$ cat config.mk
export PLATFORM = sky130hd
export DESIGN_NAME = frame_buffer_rd_stream
export DESIGN_NICKNAME = d
export VERILOG_FILES = /design/src/rtl/fb_rd_pkg.sv /design/src/rtl/fb_rd_skid_fifo.sv /design/src/rtl/frame_buffer_rd_stream.sv
export SDC_FILE = /design/constraint.sdc
export NUM_CORES = 1
export LEC_CHECK = 0
export ABC_AREA = 1
export CORE_MARGIN = 4
export CORE_UTILIZATION = 40
export CTS_CLUSTER_SIZE = 14
export DETAILED_ROUTE_END_ITERATION = 7
export GPL_TIMING_DRIVEN = 0
export PLACE_DENSITY = 0.67
export SLEW_MARGIN = 25
export SYNTH_ARGS = -nofsm -noshare
export SYNTH_HDL_FRONTEND = slang
export SYNTH_HIERARCHICAL = 1
export SYNTH_SLANG_ARGS = --single-unit
$ cat constraint.sdc
create_clock -name clk -period 3.3 [get_ports clk]
set_input_delay 0.66 -clock clk [delete_from_list [all_inputs] [get_ports clk]]
set_output_delay 0.66 -clock clk [all_outputs]
set_load 0.05 [all_outputs]
$ cat src/rtl/fb_rd_pkg.sv
// Shared types and defaults for the frame buffer read-side stream.
package fb_rd_pkg;

  localparam int unsigned FB_ADDR_W    = 19;
  localparam int unsigned H_PIXELS_DEF = 640;
  localparam int unsigned V_LINES_DEF  = 480;

  typedef logic [FB_ADDR_W-1:0] fb_addr_t;

  typedef struct packed {
    logic sof;
    logic eol;
  } fb_pix_tag_t;

endpackage

$ cat src/rtl/fb_rd_skid_fifo.sv
// Two-entry FIFO of {pixel, tag} that absorbs RAM read latency under backpressure.
module fb_rd_skid_fifo
  import fb_rd_pkg::*;
#(
  parameter int unsigned DW = 9
) (
  input  logic          clk,
  input  logic          reset_n,
  input  logic          flush,
  input  logic          push,
  input  logic [DW-1:0] push_data,
  input  fb_pix_tag_t   push_tag,
  input  logic          pop,
  output logic [DW-1:0] head_data,
  output fb_pix_tag_t   head_tag,
  output logic [1:0]    occupancy
);

  logic [DW+1:0] mem_q [2];
  logic          wr_ptr_q, rd_ptr_q;
  logic [1:0]    cnt_q, cnt_d;
  logic          pop_ok;

  // A pop against an empty FIFO is ignored.
  assign pop_ok = pop && (cnt_q != 2'd0);

  always_comb begin
    cnt_d = cnt_q;
    unique case ({push, pop_ok})
      2'b10:   cnt_d = cnt_q + 2'd1;
      2'b01:   cnt_d = cnt_q - 2'd1;
      default: ;
    endcase
  end

  always_ff @(posedge clk or negedge reset_n) begin
    if (!reset_n) begin
      mem_q[0] <= '0;
      mem_q[1] <= '0;
      wr_ptr_q <= 1'b0;
      rd_ptr_q <= 1'b0;
      cnt_q    <= 2'd0;
    end else if (flush) begin
      wr_ptr_q <= 1'b0;
      rd_ptr_q <= 1'b0;
      cnt_q    <= 2'd0;
    end else begin
      if (push) begin
        mem_q[wr_ptr_q] <= {push_data, push_tag};
        wr_ptr_q        <= ~wr_ptr_q;
      end
      if (pop_ok) begin
        rd_ptr_q <= ~rd_ptr_q;
      end
      cnt_q <= cnt_d;
    end
  end

  always_comb begin
    head_data = mem_q[rd_ptr_q][DW+1:2];
    head_tag  = fb_pix_tag_t'(mem_q[rd_ptr_q][1:0]);
    occupancy = cnt_q;
  end

endmodule

$ cat src/rtl/frame_buffer_rd_stream.sv
// Raster-order frame buffer reader presenting pixels as a valid/ready stream with sof/eol.
// Optional FB_RD_TEST_PATTERN_EN adds tp_sel, replacing RAM data with (x ^ y).
module frame_buffer_rd_stream
  import fb_rd_pkg::*;
#(
  parameter int unsigned DW       = 9,
  parameter int unsigned H_PIXELS = H_PIXELS_DEF,
  parameter int unsigned V_LINES  = V_LINES_DEF
) (
  input  logic          clk,
  input  logic          reset_n,
  input  logic          en,
  input  logic          sof_req,
`ifdef FB_RD_TEST_PATTERN_EN
  input  logic          tp_sel,
`endif
  output logic [18:0]   rd_addr,
  input  logic [DW-1:0] rd_data,
  output logic [DW-1:0] m_data,
  output logic          m_valid,
  input  logic          m_ready,
  output logic          m_sof,
  output logic          m_eol
);

  localparam int unsigned XW = (H_PIXELS > 1) ? $clog2(H_PIXELS) : 1;
  localparam int unsigned YW = (V_LINES > 1) ? $clog2(V_LINES) : 1;
  localparam fb_addr_t       LAST_ADDR = fb_addr_t'(H_PIXELS * V_LINES - 1);
  localparam logic [XW-1:0]  X_LAST    = XW'(H_PIXELS - 1);

  fb_addr_t      addr_q, addr_d;
  logic [XW-1:0] x_q, x_d;
  logic [YW-1:0] y_q, y_d;
  logic          inflight_q;
  fb_pix_tag_t   inflight_tag_q, issue_tag;
  logic          rd_fire, pop, push;
  logic [2:0]    credit;
  logic [1:0]    occ;
  logic [DW-1:0] push_data, head_data;
  fb_pix_tag_t   head_tag;

  assign pop       = m_valid && m_ready;
  assign credit    = 3'(occ) + 3'(inflight_q);
  // sof_req wins over a same-cycle issue; the arriving word is dropped by the flush.
  assign rd_fire   = en && !sof_req && ((credit < 3'd2) || ((credit == 3'd2) && pop));
  assign push      = inflight_q && !sof_req;
  assign issue_tag = '{sof: (x_q == '0) && (y_q == '0), eol: (x_q == X_LAST)};

`ifdef FB_RD_TEST_PATTERN_EN
  localparam int unsigned PW = (XW > YW) ? XW : YW;
  logic [DW-1:0] pat_q;

  always_ff @(posedge clk or negedge reset_n) begin
    if (!reset_n) begin
      pat_q <= '0;
    end else if (rd_fire) begin
      pat_q <= DW'(PW'(x_q) ^ PW'(y_q));
    end
  end

  assign push_data = tp_sel ? pat_q : rd_data;
`else
  assign push_data = rd_data;
`endif

  always_comb begin
    addr_d = addr_q;
    x_d    = x_q;
    y_d    = y_q;
    if (sof_req) begin
      addr_d = '0;
      x_d    = '0;
      y_d    = '0;
    end else if (rd_fire) begin
      if (addr_q == LAST_ADDR) begin
        addr_d = '0;
        x_d    = '0;
        y_d    = '0;
      end else begin
        addr_d = addr_q + fb_addr_t'(1);
        if (x_q == X_LAST) begin
          x_d = '0;
          y_d = y_q + YW'(1);
        end else begin
          x_d = x_q + XW'(1);
        end
      end
    end
  end

  always_ff @(posedge clk or negedge reset_n) begin
    if (!reset_n) begin
      addr_q         <= '0;
      x_q            <= '0;
      y_q            <= '0;
      inflight_q     <= 1'b0;
      inflight_tag_q <= '0;
    end else begin
      addr_q     <= addr_d;
      x_q        <= x_d;
      y_q        <= y_d;
      inflight_q <= rd_fire;
      if (rd_fire) begin
        inflight_tag_q <= issue_tag;
      end
    end
  end

  fb_rd_skid_fifo #(
    .DW (DW)
  ) u_fifo (
    .clk       (clk),
    .reset_n   (reset_n),
    .flush     (sof_req),
    .push      (push),
    .push_data (push_data),
    .push_tag  (inflight_tag_q),
    .pop       (pop),
    .head_data (head_data),
    .head_tag  (head_tag),
    .occupancy (occ)
  );

  always_comb begin
    rd_addr = addr_q;
    m_valid = (occ != 2'd0);
    m_data  = m_valid ? head_data : '0;
    m_sof   = m_valid && head_tag.sof;
    m_eol   = m_valid && head_tag.eol;
  end

endmodule

---- After elaboration in Yosys (flattened, before gate mapping) ----
Cells that the tools add are included.
W data, S select, Z words.
cells by class
  shift operators ......................... 0
  $mul .................................... 0
  add/subtract/negate cells ............... 6
  bitwise operators ....................... 5
  div/mod/pow operators ................... 0
  multiplexer cells ....................... 24
  reductions and logical operators ........ 22
  eq/ne operators ......................... 5
  $lt $le $gt $ge ......................... 4
operators with widths
  kind                     number
  $mux W19                 3
  $mux W9                  5
  $mux W11                 4
  $mux W10                 4
  $bwmux W22               1
  $add A19 B1 Y19 const B  1
  $eq A19 B19 Y1 const B   1
  $demux W11 S1            1
  $add A10 B1 Y10 const B  1
  $eq A10 B10 Y1 const B   1
  $logic_and A1 B1 Y1      10
  $logic_not A10 Y1        1
  $add A9 B1 Y9 const B    1
  $logic_not A9 Y1         1
  $reduce_bool A2 Y1       4
  $reduce_bool A3 Y1       2
  $ge A2 B2 Y1 const B     2
  $mux W1                  4
  $not A1 Y2               2
  $pmux W2 S2              1
  $reduce_and A2 Y1        2
  $add A2 B1 Y3            1
  $eq A3 B2 Y1 const B     1
  $lt A3 B2 Y1 const B     1
  9 further kinds          11
storage, ports and cells
  bits in writable memories ............... 0
  memory bits (read-only) ................. 0
  memories ................................ 0
  output and inout bits ................... 31
  bits in latches ......................... 0
  register bits ........................... 67

---- Depth between registers and ports, before layout ----
  depth after elaboration ................. 7
  gate-level depth with buffers ........... 13
  gate-level depth less buffers ........... 12

---- Hierarchy ----
The synthesis kept the hierarchy.
modules (own cells, without submodules)
  module                  seq. area each (sq um)  area an instance (sq um)  cells an instance  times used
  frame_buffer_rd_stream  1026.0                  2856.5                    402                1
  fb_rd_skid_fifo         650.6                   1296.2                    148                1

---- Worst setup path after synthesis ----
Ideal clock, no wire load.
  path kind ............................... reg-to-output
  start ................................... reg u_fifo.rd_ptr_q
  end ..................................... out m_data[0]
  slack ................................... 1.214 ns
  arrival time ............................ 1.426 ns
  buffers on the path ..................... 1
  stages on the path, launching flop included .. 6
  path through ............................ dfrtp_1 clkbuf_1 nand2_1 nand2_1 inv_1 nor2_1
between the ends
  word-level cells in the longest chain between the ends .. 5
ends and longest elaborated chain
  element                           line                           RTL
  start, declared                   fb_rd_skid_fifo.sv:20          logic wr_ptr_q, rd_ptr_q;
  start signal, assigned            fb_rd_skid_fifo.sv:53          rd_ptr_q <= ~rd_ptr_q;
  $not A1 Y2 (not written as such)  fb_rd_skid_fifo.sv:60          head_data = mem_q[rd_ptr_q][DW+1:2];
  $mux W11 (not written as such)    fb_rd_skid_fifo.sv:60
  $mux W11 (2 in a row)             -
  net head_data[0]                  frame_buffer_rd_stream.sv:39   logic [DW-1:0] push_data, head_data;
  $mux W9                           frame_buffer_rd_stream.sv:127  m_data = m_valid ? head_data : '0;
  end, declared                     frame_buffer_rd_stream.sv:19   output logic [DW-1:0] m_data,
The timed path passes the listed nets, and every way through them passes these cells. The select of a mux whose other input is x is not followed.

==> flow_summary_export.csv <==
group,metric,value,unit
outcome,status,"complete, no violations",
synth,synth_area,4150,um^2
cells_and_area,stdcell_count,744,
sta,worst_pin_slew,0.560,ns
floorplanning,rows,36,
sta,grt_setup_unrepaired,"false",
synth,seq_area_frac_synth,0.404,
global_routing,antenna_found_initial,0,
power_and_ir_drop,p_seq_frac,0.439,
power_and_ir_drop,p_clk_frac,0.366,
floorplanning,die-area,12100,um^2
global_routing,grt_remaining_overflow,0,
clock_tree,cts_sinks,67,
route,drt_first_pass_iters,5,
synth,synth_area_leaders,"dfrtp_1 (40%), nand2_1 (16%), inv_1 (6.7%)",
hold_path,hold_class,"primary input to async pin",
route,vias_per_cell,4.76,
placement,dp_hpwl,6.65,mm
clock_tree,tritoncts,"built",
floorplanning,pin_count,45,
floorplanning,core,9950,um^2
synth,yosys.area.top_type,"dfrtp_1",
job,cap_violations,0,
route,detail-route-antenna-nets,0,
global_routing,grt_usage,0.169,
synth,ys_seq_elements,67,
power_and_ir_drop,power_frac_comb,0.196,
synth,post-synth-top-count-cell,"nand2_1",
placement,gp_congestion,0.892,
route,postRouteWirelength,9.21,mm
synth,ys_async_sr_fraction,1.00,
worst_setup_path,crit_arrival,2.27,ns
synth,ys_warn_count,6,
cells_and_area,syn2layout_area_growth,20.5,%
synth,synth_top_area_share,0.404,
global_routing,grt_pass1_vias,3427,
synth,synth_edf_count,0,
clock_tree,cts.path.max_buffers,2,
synth,synth_common_cells,"nand2_1 (175), inv_1 (74), dfrtp_1 (67), nor2_1 (46), nand3_1 (37)",
cells_and_area,drive_gt1_frac,0.144,
power_and_ir_drop,p_int,1480,uW
sta,fmax,341,MHz
synth,synth_cells,550,
clock_tree,clk_pin_slew,0.08,ns
worst_setup_path,path_max_fanout,10,
clock_tree,cts_hold_buf,0,
cells_and_area,nets,628,
worst_setup_path,endpoint_kind,"primary output",
route,wl_per_cell,12.4,um
worst_setup_path,required,2.64,ns
worst_setup_path,critPathKind,"register to primary output",
clock_tree,cts_root_buffer,"clkbuf_8",
floorplanning,die_x,110,um
clock_tree,post_cts_buffers,0,
route,wl_met2,4.37,mm
route,via_count,3545,
synth,yosysUniqueCellTypes,31,
sta,timing.final.crit_share,0.888,
synth,syn_nets,572,
sta,finalClockSkew,0.0116,ns
synth,avgSynthCellArea,7.55,um^2
placement,dp.cells,728,
power_and_ir_drop,p_per_area,422,nW/um^2
sta,setup-violations-final,0,
clock_tree,htree_levels,3,
sta,hold_violations,0,
power_and_ir_drop,power_leakage,0.00238,uW
synth,ys.flop_type,"dfrtp_1",
sta,slew-limit-headroom,0.625,
sta,post-route-min-period,2.93,ns
sta,slew_viol_final,0,
route,highest-signal-layer,"met4",
global_routing,grt_max_degree,40,
clock_tree,clk_latency,0.35,ns
route,wl_met3,382,um
floorplanning,die_h,110,um
placement,post-place-ws,0.749,ns
clock_tree,numCtsBuffers,9,
power_and_ir_drop,ir_drop,0.000190,V
worst_setup_path,cp-start-kind,"register",
clock_tree,cts_resized,0,
route,drt-met1-wl,4.38,mm
global_routing,grt_pass1_wl,16.1,mm
floorplanning,start_util,0.417,
route,drc,0,
sta,layout_setup_ws,0.369,ns
power_and_ir_drop,netSwitchingFraction,0.301,
placement,port_buffers,44,
cells_and_area,antenna_cells,0,
power_and_ir_drop,p_sw,637,uW
route,drt_iter0_markers,232,
power by group through the flow:
| stage | sequential [uW] | clock [uW] | combinational [uW] |
|---|---|---|---|
| 3_5_place_dp | 942 | 0 | 419 |
| 5_1_grt | 936 | 830 | 462 |
| 3_3_place_gp | 939 | 0 | 410 |
| 4_1_cts | 927 | 794 | 421 |
| 6_report | 927 | 773 | 413 |
| 2_1_floorplan | 945 | 0 | 281 |
logic make-up after synthesis:
family	after synthesis	share of synthesized area
simple gates	306	0.339
buf+inv	93	0.0979
flops	67	0.404
compound gates	59	0.0994
xor+xnor	17	0.0359
fa+ha+maj	8	0.0241
metal layers:
layer,vias up,track usage
met2,61,0.277
met3,9,0.0370
li1,1833,-
met1,1642,0.223
met5,-,0
met4,0,0.0472
state kept, by name, indices dropped and copies added (netlist names):
name and count:
inflight_tag_q 2, inflight_q 1, x_q 10, rd_addr 19
u_fifo/wr_ptr_q 1, u_fifo/mem_q 22, y_q 9, u_fifo/rd_ptr_q 1
u_fifo/occupancy 2
cells in the final DEF, fill, tap and decap left out, drive strengths merged:
master	n
nor2	55
bufinv	2
clkinvlp	2
nand4	15
nand3b	3
o21ai	53
o21bai	1
clkbuf	13
nand2	185
nor3	7
buf	13
clkinv	2
nand3	41
xor2	11
inv	79
clkdlybuf4s50	43
xnor2	6
o22ai	2
a21oi	3
dfrtp	67
ha	8
worst max-delay path, cell delays in order (launching register included):
cell and delay, ns:
dfrtp_1 0.37, clkbuf_1 0.41, nand2_1 0.11, nand2_1 0.09, inv_1 0.05, nor2_1 0.09, clkdlybuf4s50_1 0.80
through the flow:
step / utilization / power (uW) / hold slack, ns / TNS (ns) / cell area, um^2
after floorplan: - / 1230 / 0.364 / 0 / 4150
after global placement: 0.478 / 1350 / 0.464 / -52.90 / 4760
after detailed placement: 0.480 / 1360 / 0.468 / 0 / 4780
after CTS: 0.503 / 2140 / 0.232 / 0 / 5000
after global routing: 0.503 / 2230 / 0.243 / 0 / 5000
final: 0.503 / 2110 / 0.231 / 0 / 5000
final timing paths:
kind	start	end	slack [ns]	cells after the start
worst min register to register	u_fifo/mem_q[11]	u_fifo/mem_q[11]	0.48	2
worst min-delay path	reset_n	u_fifo/occupancy[0]	0.23	1
max in group asynchronous	reset_n	rd_addr[18]	2.53	2
worst max-delay path	u_fifo/rd_ptr_q	m_sof	0.37	6
worst max register to register	u_fifo/occupancy[0]	y_q[2]	1.09	11
min in group clk	u_fifo/mem_q[11]	u_fifo/mem_q[11]	0.48	2
final cells by class:
cell class / count / area, um^2
multi-input cells: 390 / 2070
fillers: 994 / 4950
repair buffers: 45 / 458
clock buffers: 10 / 138
flip-flops and latches: 67 / 1680
plain buffers: 14 / 110
well taps: 133 / 166
clock inverters: 6 / 88.8
inverters: 79 / 297
Note: power is estimated with default switching activity, not from simulation.
